`src/rtl/reg_transfer_ctrl.sv`:
```
// reg_transfer_ctrl: sequences register-file bus enables for MOVE and SWAP transfers
module reg_transfer_ctrl #(
    parameter int N    = 3,
    parameter int SELW = 2
) (
    input  logic            Clock,
    input  logic            Resetn,
    input  logic            w,
    input  logic            mode,
    input  logic [SELW-1:0] src,
    input  logic [SELW-1:0] dst,
    output logic [N-1:0]    Rin,
    output logic [N-1:0]    Rout,
    output logic            Tin,
    output logic            Tout,
    output logic            Done,
    output logic            Busy,
    output logic            Err
);
    typedef enum logic [2:0] {IDLE, S1, S2, S3, MV, NOP, ERR} state_t;
    localparam logic [N-1:0] ONE = 1;
    state_t          state_q, state_d;
    logic            mode_q, mode_d;
    logic [SELW-1:0] src_q, src_d, dst_q, dst_d;
    logic [N-1:0]    src_oh, dst_oh;
    assign src_oh = ONE << src_q;
    assign dst_oh = ONE << dst_q;
    // state and operand registers, cleared asynchronously
    always_ff @(posedge Clock or negedge Resetn) begin
        if (!Resetn) begin
            state_q <= IDLE;
            mode_q  <= 1'b0;
            src_q   <= '0;
            dst_q   <= '0;
        end else begin
            state_q <= state_d;
            mode_q  <= mode_d;
            src_q   <= src_d;
            dst_q   <= dst_d;
        end
    end
    // request acceptance in IDLE with range/alias/mode priority, then fixed sequencing
    always_comb begin
        state_d = state_q;
        mode_d  = mode_q;
        src_d   = src_q;
        dst_d   = dst_q;
        case (state_q)
            IDLE: if (w) begin
                mode_d  = mode;
                src_d   = src;
                dst_d   = dst;
                state_d = (32'(src) >= N || 32'(dst) >= N) ? ERR :
                          (src == dst) ? NOP : mode ? S1 : MV;
            end
            S1:      state_d = S2;
            S2:      state_d = S3;
            default: state_d = IDLE;
        endcase
    end
    // Moore output decode; swap phases are qualified by the latched mode
    always_comb begin
        Busy = state_q != IDLE;
        Done = state_q inside {MV, S3, NOP, ERR};
        Err  = state_q == ERR;
        Tin  = state_q == S1 && mode_q;
        Tout = state_q == S3 && mode_q;
        Rout = (state_q == MV || Tin) ? src_oh : (state_q == S2 && mode_q) ? dst_oh : '0;
        Rin  = (state_q == MV || Tout) ? dst_oh : (state_q == S2 && mode_q) ? src_oh : '0;
    end
endmodule

```
`config.mk`:
```
export PLATFORM = sky130hd
export DESIGN_NAME = reg_transfer_ctrl
export DESIGN_NICKNAME = d
export VERILOG_FILES = /design/src/rtl/reg_transfer_ctrl.sv
export SDC_FILE = /design/constraint.sdc
export NUM_CORES = 1
export LEC_CHECK = 0
export CAP_MARGIN = 10
export CORE_AREA = 5 5 42 44
export CTS_CLUSTER_DIAMETER = 60
export DETAILED_ROUTE_END_ITERATION = 8
export DIE_AREA = 0 0 47 49
export GPL_TIMING_DRIVEN = 0
export PLACE_DENSITY = 0.76
export SLEW_MARGIN = 5
export SYNTH_ARGS = -nofsm -noshare
export SYNTH_HDL_FRONTEND = slang
export SYNTH_SLANG_ARGS = --single-unit
```
`constraint.sdc`:
```
create_clock -name Clock -period 2.8 [get_ports Clock]
set_input_delay 0.42 -clock Clock [delete_from_list [all_inputs] [get_ports Clock]]
set_output_delay 0.42 -clock Clock [all_outputs]
set_load 0.02 [all_outputs]
```
# Word-level counts from Yosys, hierarchy flattened
# Cells that the tools add are included.
[totals]
regBits = 8
inputBits = 8
[classes]
magnitude_cmp = 2
eq_ne = 8
n_shift = 2
n_mux = 9
n_reduce_logical = 10
[ops]
columns = ["cell", "n"]
rows = [
  ["$mux W3", 8],
  ["$eq A3 B3 Y1 const B", 3],
  ["$pmux W3 S3", 1],
  ["$eq A3 B2 Y1 const B", 2],
  ["$shl A1 B2 Y3 const A", 2],
  ["$ge A2 B2 Y1 const B", 2],
  ["$reduce_bool A4 Y1", 1],
  ["$eq A3 B1 Y1 const B", 1],
  ["$logic_and A1 B1 Y1", 3],
  ["$logic_not A3 Y1", 1],
  ["$logic_or A1 B1 Y1", 3],
  ["$reduce_bool A3 Y1", 1],
  ["$eq A2 B2 Y1", 1],
  ["$ne A2 B2 Y1 const B", 1],
  ["$reduce_and A2 Y1", 1],
]

# Depth between registers and ports, before layout
# Gate-level depths: netlist (run 1).
[logic_depth]
ltp_word = 5
depth_mapped = 4
depth_no_buf = 3

# Worst setup path before layout (run 1)
# Ideal clock, no wire load.
[synth_timing]
path_type = "register -> output"
start = "reg state_q[2]"
end = "out Rout[0]"
arrival_ns = 1.411
slack_ns = 0.969
path_stages_with_launch = 5
n_path_buf = 1
path_cell_list = "dfrtp_1 > buf_2 > nand3b_1 > a21o_1 > o32ai_1"
[synth_via]
elab_chain_cells = 4
elab_cells_between_ends = 8
cone_classes = "eq/ne (3); mux (2); reduce/logical (3)"
[synth_lines]
columns = ["item", "line_no", "rtl"]
rows = [
  ["start: declaration", "22", "state_t state_q, state_d;"],
  ["start signal: assignment", "36", "state_q <= state_d;"],
  ["$eq A3 B2 Y1 / $eq A3 B1 Y1 (equally long branches)", "68, 66", ""],
  ["$logic_and A1 B1 Y1 (on tied branches)", "68, 66", ""],
  ["$mux W3 / $logic_or A1 B1 Y1 (equally long branches)", "68", "Rout = (state_q == MV || Tin) ? src_oh : (state_q == S2 && mode_q) ? dst_oh : '0;"],
  ["$mux W3 *", "68", ""],
  ["end: declaration", "13", "output logic [N-1:0] Rout,"],
]
# Mark *: on every way between the ends. The rest lies on a longest branch, timed or not.

# Worst setup path after layout (run 1)
[layout_timing]
start = "reg state_q[0]"
end = "out Rin[0]"
[layout_via]
elab_chain_cells = 4
elab_cells_between_ends = 8
cone_classes = "eq/ne (3); mux (2); reduce/logical (3)"
[layout_lines]
columns = ["item", "line_no", "rtl"]
rows = [
  ["$eq A3 B2 Y1 (on tied branches)", "69, 67", ""],
  ["$logic_and A1 B1 Y1 (on tied branches)", "69, 67", ""],
  ["$mux W3 / $logic_or A1 B1 Y1 (equally long branches)", "69", "Rin = (state_q == MV || Tout) ? dst_oh : (state_q == S2 && mode_q) ? src_oh : '0;"],
  ["$mux W3 *", "69", ""],
  ["end: declaration", "12", "output logic [N-1:0] Rin,"],
]
# Marked as above.

==> results of run 1 <==
==> power groups by stage <==
stage	clock network, uW	logic, uW	registers (uW)
final	87.9	529	225
after global routing	96.8	575	233
after CTS	91.7	535	224
after detailed placement	0	534	226
after global placement	0	525	219
after floorplan	0	372	208
==> final timing paths <==
kind / from / end / slack (ns) / cells past startpoint
max in group asynchronous: Resetn / src_q[1] / 2.10 / 1
max: state_q[0] / Rin[0] / 0.29 / 4
min reg2reg: dst_q[0] / dst_q[0] / 0.58 / 1
min in group Clock: dst_q[0] / dst_q[0] / 0.58 / 1
max reg2reg: state_q[2] / mode_q / 1.42 / 3
min: Resetn / dst_q[1] / 0.44 / 1
==> through the flow <==
| step | total power (uW) | util [%] | hold slack, ns | instance area (um2) | setup slack, ns |
|---|---|---|---|---|---|
| finish | 841.4 | 56.79 | 0.4389 | 795.8 | 0.2878 |
| global route | 904.8 | 56.79 | 0.4739 | 795.8 | 0.1590 |
| CTS | 851.5 | 56.79 | 0.4434 | 795.8 | 0.2639 |
| detailed placement | 759.3 | 55.18 | 0.5639 | 773.2 | 0.5468 |
| global placement | 744.9 | 55.18 | 0.5362 | 773.2 | 0.5995 |
| floorplan | 579.6 | - | 0.1244 | 573.1 | 0.9687 |
==> final cells by class <==
| type | count | area, um2 |
|---|---|---|
| fill | 133 | 605.6 |
| multi-input combinational | 44 | 354.1 |
| sequential | 8 | 200.2 |
| timing repair buffer | 18 | 180.2 |
| clock buffer | 3 | 22.52 |
| tap | 16 | 20.02 |
| buffer | 3 | 15.01 |
| inverter | 1 | 3.754 |
==> cell usage after synthesis (all sizes together) <==
cell type / count
dfrtp: 8
nor2: 6
mux2: 5
nand2b: 5
o22ai: 4
buf: 3
a31oi: 2
o21ai: 2
o32ai: 2
or3: 2
xor2: 2
a211oi: 1
a21boi: 1
a21o: 1
a21oi: 1
a22oi: 1
and3b: 1
and4b: 1
inv: 1
nand2: 1
nand3b: 1
nand4bb: 1
nor4bb: 1
o21a: 1
or2: 1
xnor2: 1
==> routing by layer <==
layer | GRT usage (%) | part of all wire, % | vias up
met1 | 15.73 | 45 | 230
met5 | 0 | 0 | -
li1 | - | - | 251
met3 | 2.583 | 5.6 | 5
met2 | 17.42 | 46 | 16
met4 | 6.912 | 3.2 | 0
==> layout by cell type, fill, tap and decap left out, types with 2 or more instances in the layout <==
cell             Yosys  routed
a31oi_1              2       2
xor2_1               2       2
o22ai_1              4       4
mux2_4               5       5
clkbuf_4             0       3
o21ai_0              2       2
o32ai_1              2       2
nand2b_1             5       5
dfrtp_1              8       8
buf_2                3       3
nor2_1               5       5
clkdlybuf4s50_1      0      18
==> logic make-up after synthesis <==
logic type,share of synthesized area [%]
simple gates,25.33
compound gates,18.78
flops,34.93
mux,13.10
buf+inv,3.274
xor+xnor,4.586
==> registers in the layout (all words and copies together), names as in the netlist <==
| register | count |
|---|---|
| src_q | 2 |
| state_q | 3 |
| dst_q | 2 |
| mode_q | 1 |
==> impl_metrics.csv, run 1 <==
group,metric,value,unit
worst_setup_path,end_kind,"output port",
sta,skew,0.003305,ns
logic_synthesis,yosysWarnings,0,
logic_synthesis,syn_nets,64,
clock_tree,cts_buffers,3,
power,netSwitchingFraction,40.57,%
final_layout,antenna_cells,0,
global_routing,grt_max_degree,11,
worst_setup_path,slowest_stage,"clkdlybuf4s50_1",
clock_tree,cts_tree,"built",
detailed_routing,wl_per_cell,12.91,um
sta,setup_violations,0,
power,peakVddDrop,385.4,uV
floorplanning,start_util,40.89,%
sta,slew_headroom,76.14,%
worst_setup_path,crit_chain,"buf_2, nand4bb_1, o32ai_1, clkdlybuf4s50_1",
worst_setup_path,cp_top_family,"buffers and inverters",
logic_synthesis,netlist.area_leader.share,34.93,%
logic_synthesis,ys_seq_area_share,34.93,%
floorplanning,die_w,47,um
power,p_leak,0.0003290,uW
sta,finalCritPeriodShare,89.72,%
final_layout,fin_cells,93,
sta,hold_viol,0,
sta,rsz0062_at_grt,"false",
detailed_routing,first_pass_iters,4,
clock_tree,htree_levels,1,
final_layout,syn2layout_area_growth,38.86,%
detailed_routing,ant_nets,0,
power,power_frac_comb,62.8,%
logic_synthesis,yosys.area.top_type,"dfrtp_1",
worst_setup_path,worst-path-buf-inv,2,
placement,place_inst,90,
flow_run,maxCapViolations,0,
status,status,"finished clean",
logic_synthesis,synth_area,573.1,um2
worst_setup_path,crit_required,2.38,ns
sta,worstMarginPinSlew,0.3568,ns
sta,period_minus_slack,2.512,ns
detailed_routing,drt_wl_total,1.201,mm
detailed_routing,vias,502,
sta,setup-tns-final,0,ns
logic_synthesis,ys_ff_latch,8,
floorplanning,dieArea,2303,um2
floorplanning,die_h,49,um
detailed_routing,drc,0,
sta,fmax,398.1,MHz
min_path,hold_class,"primary input to asynchronous set/reset pin",
logic_synthesis,ys_types,28,
global_routing,antenna_found_initial,0,
final_layout,layout-drive-gt1-share,18.18,%
global_routing,track_usage,11.99,%
final_layout,finalNetCount,87,
clock_tree,holdBufCountCts,0,
placement,dp_hpwl,988.8,um
sta,drv_slew,0,
global_routing,grt_pass1_vias,483,
placement,gp_congestion,0.6897,
detailed_routing,viasPerCell,5.398,
worst_setup_path,cp_max_fo,10,
clock_tree,clk_latency,0.26,ns
floorplanning,core,1401,um2
worst_setup_path,crit_arrival,2.09,ns
power,p_switching,341.4,uW
clock_tree,clk_pin_slew,0.05,ns
power,clkPwrFrac,10.4,%
power,pwr_density_cell,1057,nW/um2
clock_tree,cts_resized,0,
worst_setup_path,critPathMaxStageDelay,0.66,ns
power,power_frac_seq,26.7,%
logic_synthesis,synth_area_leaders,"dfrtp_1 (35%), mux2_4 (13%), nand2b_1 (5.5%), o22ai_1 (4.4%), nor2_8 (3.5%)",
floorplanning,io_pins,19,
placement,portBuffers,18,
clock_tree,post_cts_buffers,0,
logic_synthesis,syn_area_per_cell,10.23,um2
logic_synthesis,synthesis.instances,56,
global_routing,grt_pass1_wl,2.035,mm
floorplanning,rows,14,
worst_setup_path,criticalPathCategory,"flip-flop to output port",
clock_tree,cts_root_buf,"clkbuf_4",
clock_tree,cts_sinks,8,
worst_setup_path,cp-start-kind,"flip-flop",
clock_tree,clockBufferDepth,2,
global_routing,grt_overflow_total,0,
power,p_int,500.0,uW
detailed_routing,first_iter_violations,7,
(Power assumes the default switching activity.)
==> run 2, diff against run 1 <==
CORE_AREA = 2 2 39 41   (was 5 5 42 44)
DIE_AREA = 0 0 41 43   (was 0 0 47 49)
==> impl_metrics.csv, run 2 (same netlist as run 1, synthesis figures left out) <==
group,metric,value,unit
detailed_routing,wl_per_cell,13.02,um
power,clkPwrFrac,10.0,%
final_layout,fin_area,795.8,um2
power,netSwitchingFraction,40.69,%
worst_setup_path,reg2reg_from,"state_q[2]",
sta,finalCritPeriodShare,89.35,%
power,p_leak,0.0003290,uW
sta,worstMarginPinSlew,0.3458,ns
floorplanning,io_pins,19,
power,power_frac_comb,63.1,%
worst_setup_path,crit_arrival,2.08,ns
floorplanning,die_w,41,um
min_path,hold_class,"primary input to asynchronous set/reset pin",
worst_setup_path,crit_required,2.38,ns
worst_setup_path,r2r.worst_path.cells,3,
placement,dpl-instance-area,773.2,um2
final_layout,final_cell_mix,"clkdlybuf4s50_1 (18), dfrtp_1 (8), nand2b_1 (5), nor2_1 (5), mux2_4 (5)",
clock_tree,cts_sinks,8,
worst_setup_path,reg2reg_to,"dst_q[0]",
detailed_routing,ant_nets,0,
worst_setup_path,end_kind,"output port",
final_layout,final_common_cell,"clkdlybuf4s50_1",
placement,gp_congestion,0.6839,
global_routing,antenna_found_initial,0,
detailed_routing,first_iter_violations,9,
worst_setup_path,slowest_stage,"clkdlybuf4s50_1",
power,p_switching,343.0,uW
placement,dp_hpwl,961.8,um
flow_run,maxCapViolations,0,
sta,period_minus_slack,2.502,ns
power,peakVddDrop,420.3,uV
floorplanning,rows,14,
power,power_frac_seq,26.8,%
clock_tree,htree_levels,1,
worst_setup_path,crit_chain,"buf_2, nand4bb_1, o32ai_1, clkdlybuf4s50_1",
sta,slew_headroom,76.88,%
final_layout,layout-drive-gt1-share,18.18,%
sta,setup_violations,0,
worst_setup_path,r2r_slack,1.40,ns
clock_tree,post_cts_buffers,0,
global_routing,grt_max_degree,11,
worst_setup_path,cp-start-kind,"flip-flop",
detailed_routing,drt_wl_total,1.211,mm
power,pwr_density_cell,1059,nW/um2
detailed_routing,viasPerCell,5.409,
power,p_int,500.0,uW
detailed_routing,first_pass_iters,2,
sta,setup-tns-final,0,ns
status,status,"finished clean",
final_layout,largest_register_ffs,3,
final_layout,top_register,"state_q",
global_routing,track_usage,16.48,%
final_layout,largestRegisters,"state_q x3, dst_q x2, src_q x2",
final_layout,antenna_cells,0,
sta,fmax,399.7,MHz
detailed_routing,drc,0,
global_routing,grt_pass1_vias,469,
clock_tree,clk_latency,0.25,ns
sta,hold_viol,0,
clock_tree,cts_root_buf,"clkbuf_4",
clock_tree,cts_tree,"built",
detailed_routing,vias,503,
floorplanning,die_h,43,um
floorplanning,dieArea,1763,um2
final_layout,finalNetCount,87,
clock_tree,holdBufCountCts,0,
sta,drv_slew,0,
worst_setup_path,cp_max_fo,10,
global_routing,grt_overflow_total,0,
floorplanning,start_util,41.41,%
clock_tree,cts_resized,0,
final_layout,syn2layout_area_growth,38.86,%
worst_setup_path,criticalPathCategory,"flip-flop to output port",
floorplanning,core,1384,um2
global_routing,grt_pass1_wl,1.932,mm
clock_tree,clk_pin_slew,0.05,ns
placement,portBuffers,18,
clock_tree,clockBufferDepth,2,
clock_tree,cts_buffers,3,
sta,rsz0062_at_grt,"false",
sta,skew,0.001182,ns
sta,whs,0.4414,ns
worst_setup_path,critPathMaxStageDelay,0.66,ns
run 2: cell counts in the layout (fill, tap and decap cells not counted):
Identical to the previous run, type by type.
run 2: area by class of cell:
| class | instances | area (um2) |
|---|---|---|
| plain buffers | 3 | 15.01 |
| inverters | 1 | 3.754 |
| flip-flops and latches | 8 | 200.2 |
| well taps | 16 | 20.02 |
| fillers | 126 | 588.1 |
| repair buffers | 18 | 180.2 |
| clock buffers | 3 | 22.52 |
| multi-input cells | 44 | 354.1 |
run 2: layer usage:
layer	part of all wire [%]	wire, um	up-vias	GRT usage, %
met4	1.2	14	0	12.00
met1	47	573	237	22.48
met3	3.7	45	2	1.571
li1	-	-	250	-
met2	48	577	14	23.13
met5	0	0	-	0
run 2: worst max-delay path, delay by kind of cell, from the launching register on:
family / cells / cell delay [ns]
buffers and inverters: 2 / 0.84
AND/OR/NAND/NOR: 1 / 0.31
AO/OA/AOI/OAI: 1 / 0.30
flip-flops: 1 / 0.38
run 2: power groups by stage:
| stage | clock, uW | combinational, uW | sequential (uW) |
|---|---|---|---|
| floorplan | 0 | 372 | 208 |
| global placement | 0 | 522 | 221 |
| detailed placement | 0 | 533 | 227 |
| CTS | 91.1 | 533 | 226 |
| global route | 91.6 | 571 | 236 |
| finish | 84.7 | 532 | 226 |
run 2: worst max path at each step:
stage	startpoint	slack (ns)	end	cells after the start
finish	state_q[2]	0.30	Rin[0]	4
global placement	state_q[0]	0.62	Rin[0]	4
detailed placement	state_q[2]	0.59	Rin[0]	4
global route	state_q[2]	0.24	Rout[0]	5
CTS	state_q[2]	0.33	Rin[0]	4
floorplan	state_q[2]	0.97	Rout[0]	4
run 2: per-stage QoR:
stage | util [%] | total power, uW | worst slack [ns] | std cells
2_1_floorplan | - | 579.6 | 0.9687 | 56
6_report | 57.50 | 843.0 | 0.2983 | 93
3_3_place_gp | 55.88 | 743.2 | 0.6236 | 90
4_1_cts | 57.50 | 849.9 | 0.3258 | 93
5_1_grt | 57.50 | 898.2 | 0.2399 | 93
3_5_place_dp | 55.88 | 759.6 | 0.5946 | 90
==> run 3, diff against run 2 <==
HOLD_SLACK_MARGIN = 0.12   (was unset)
TNS_END_PERCENT = 1   (was unset)
==> results of run 3 <==
Same layout as run 2: the final DEF is identical, and so are final timing and power.
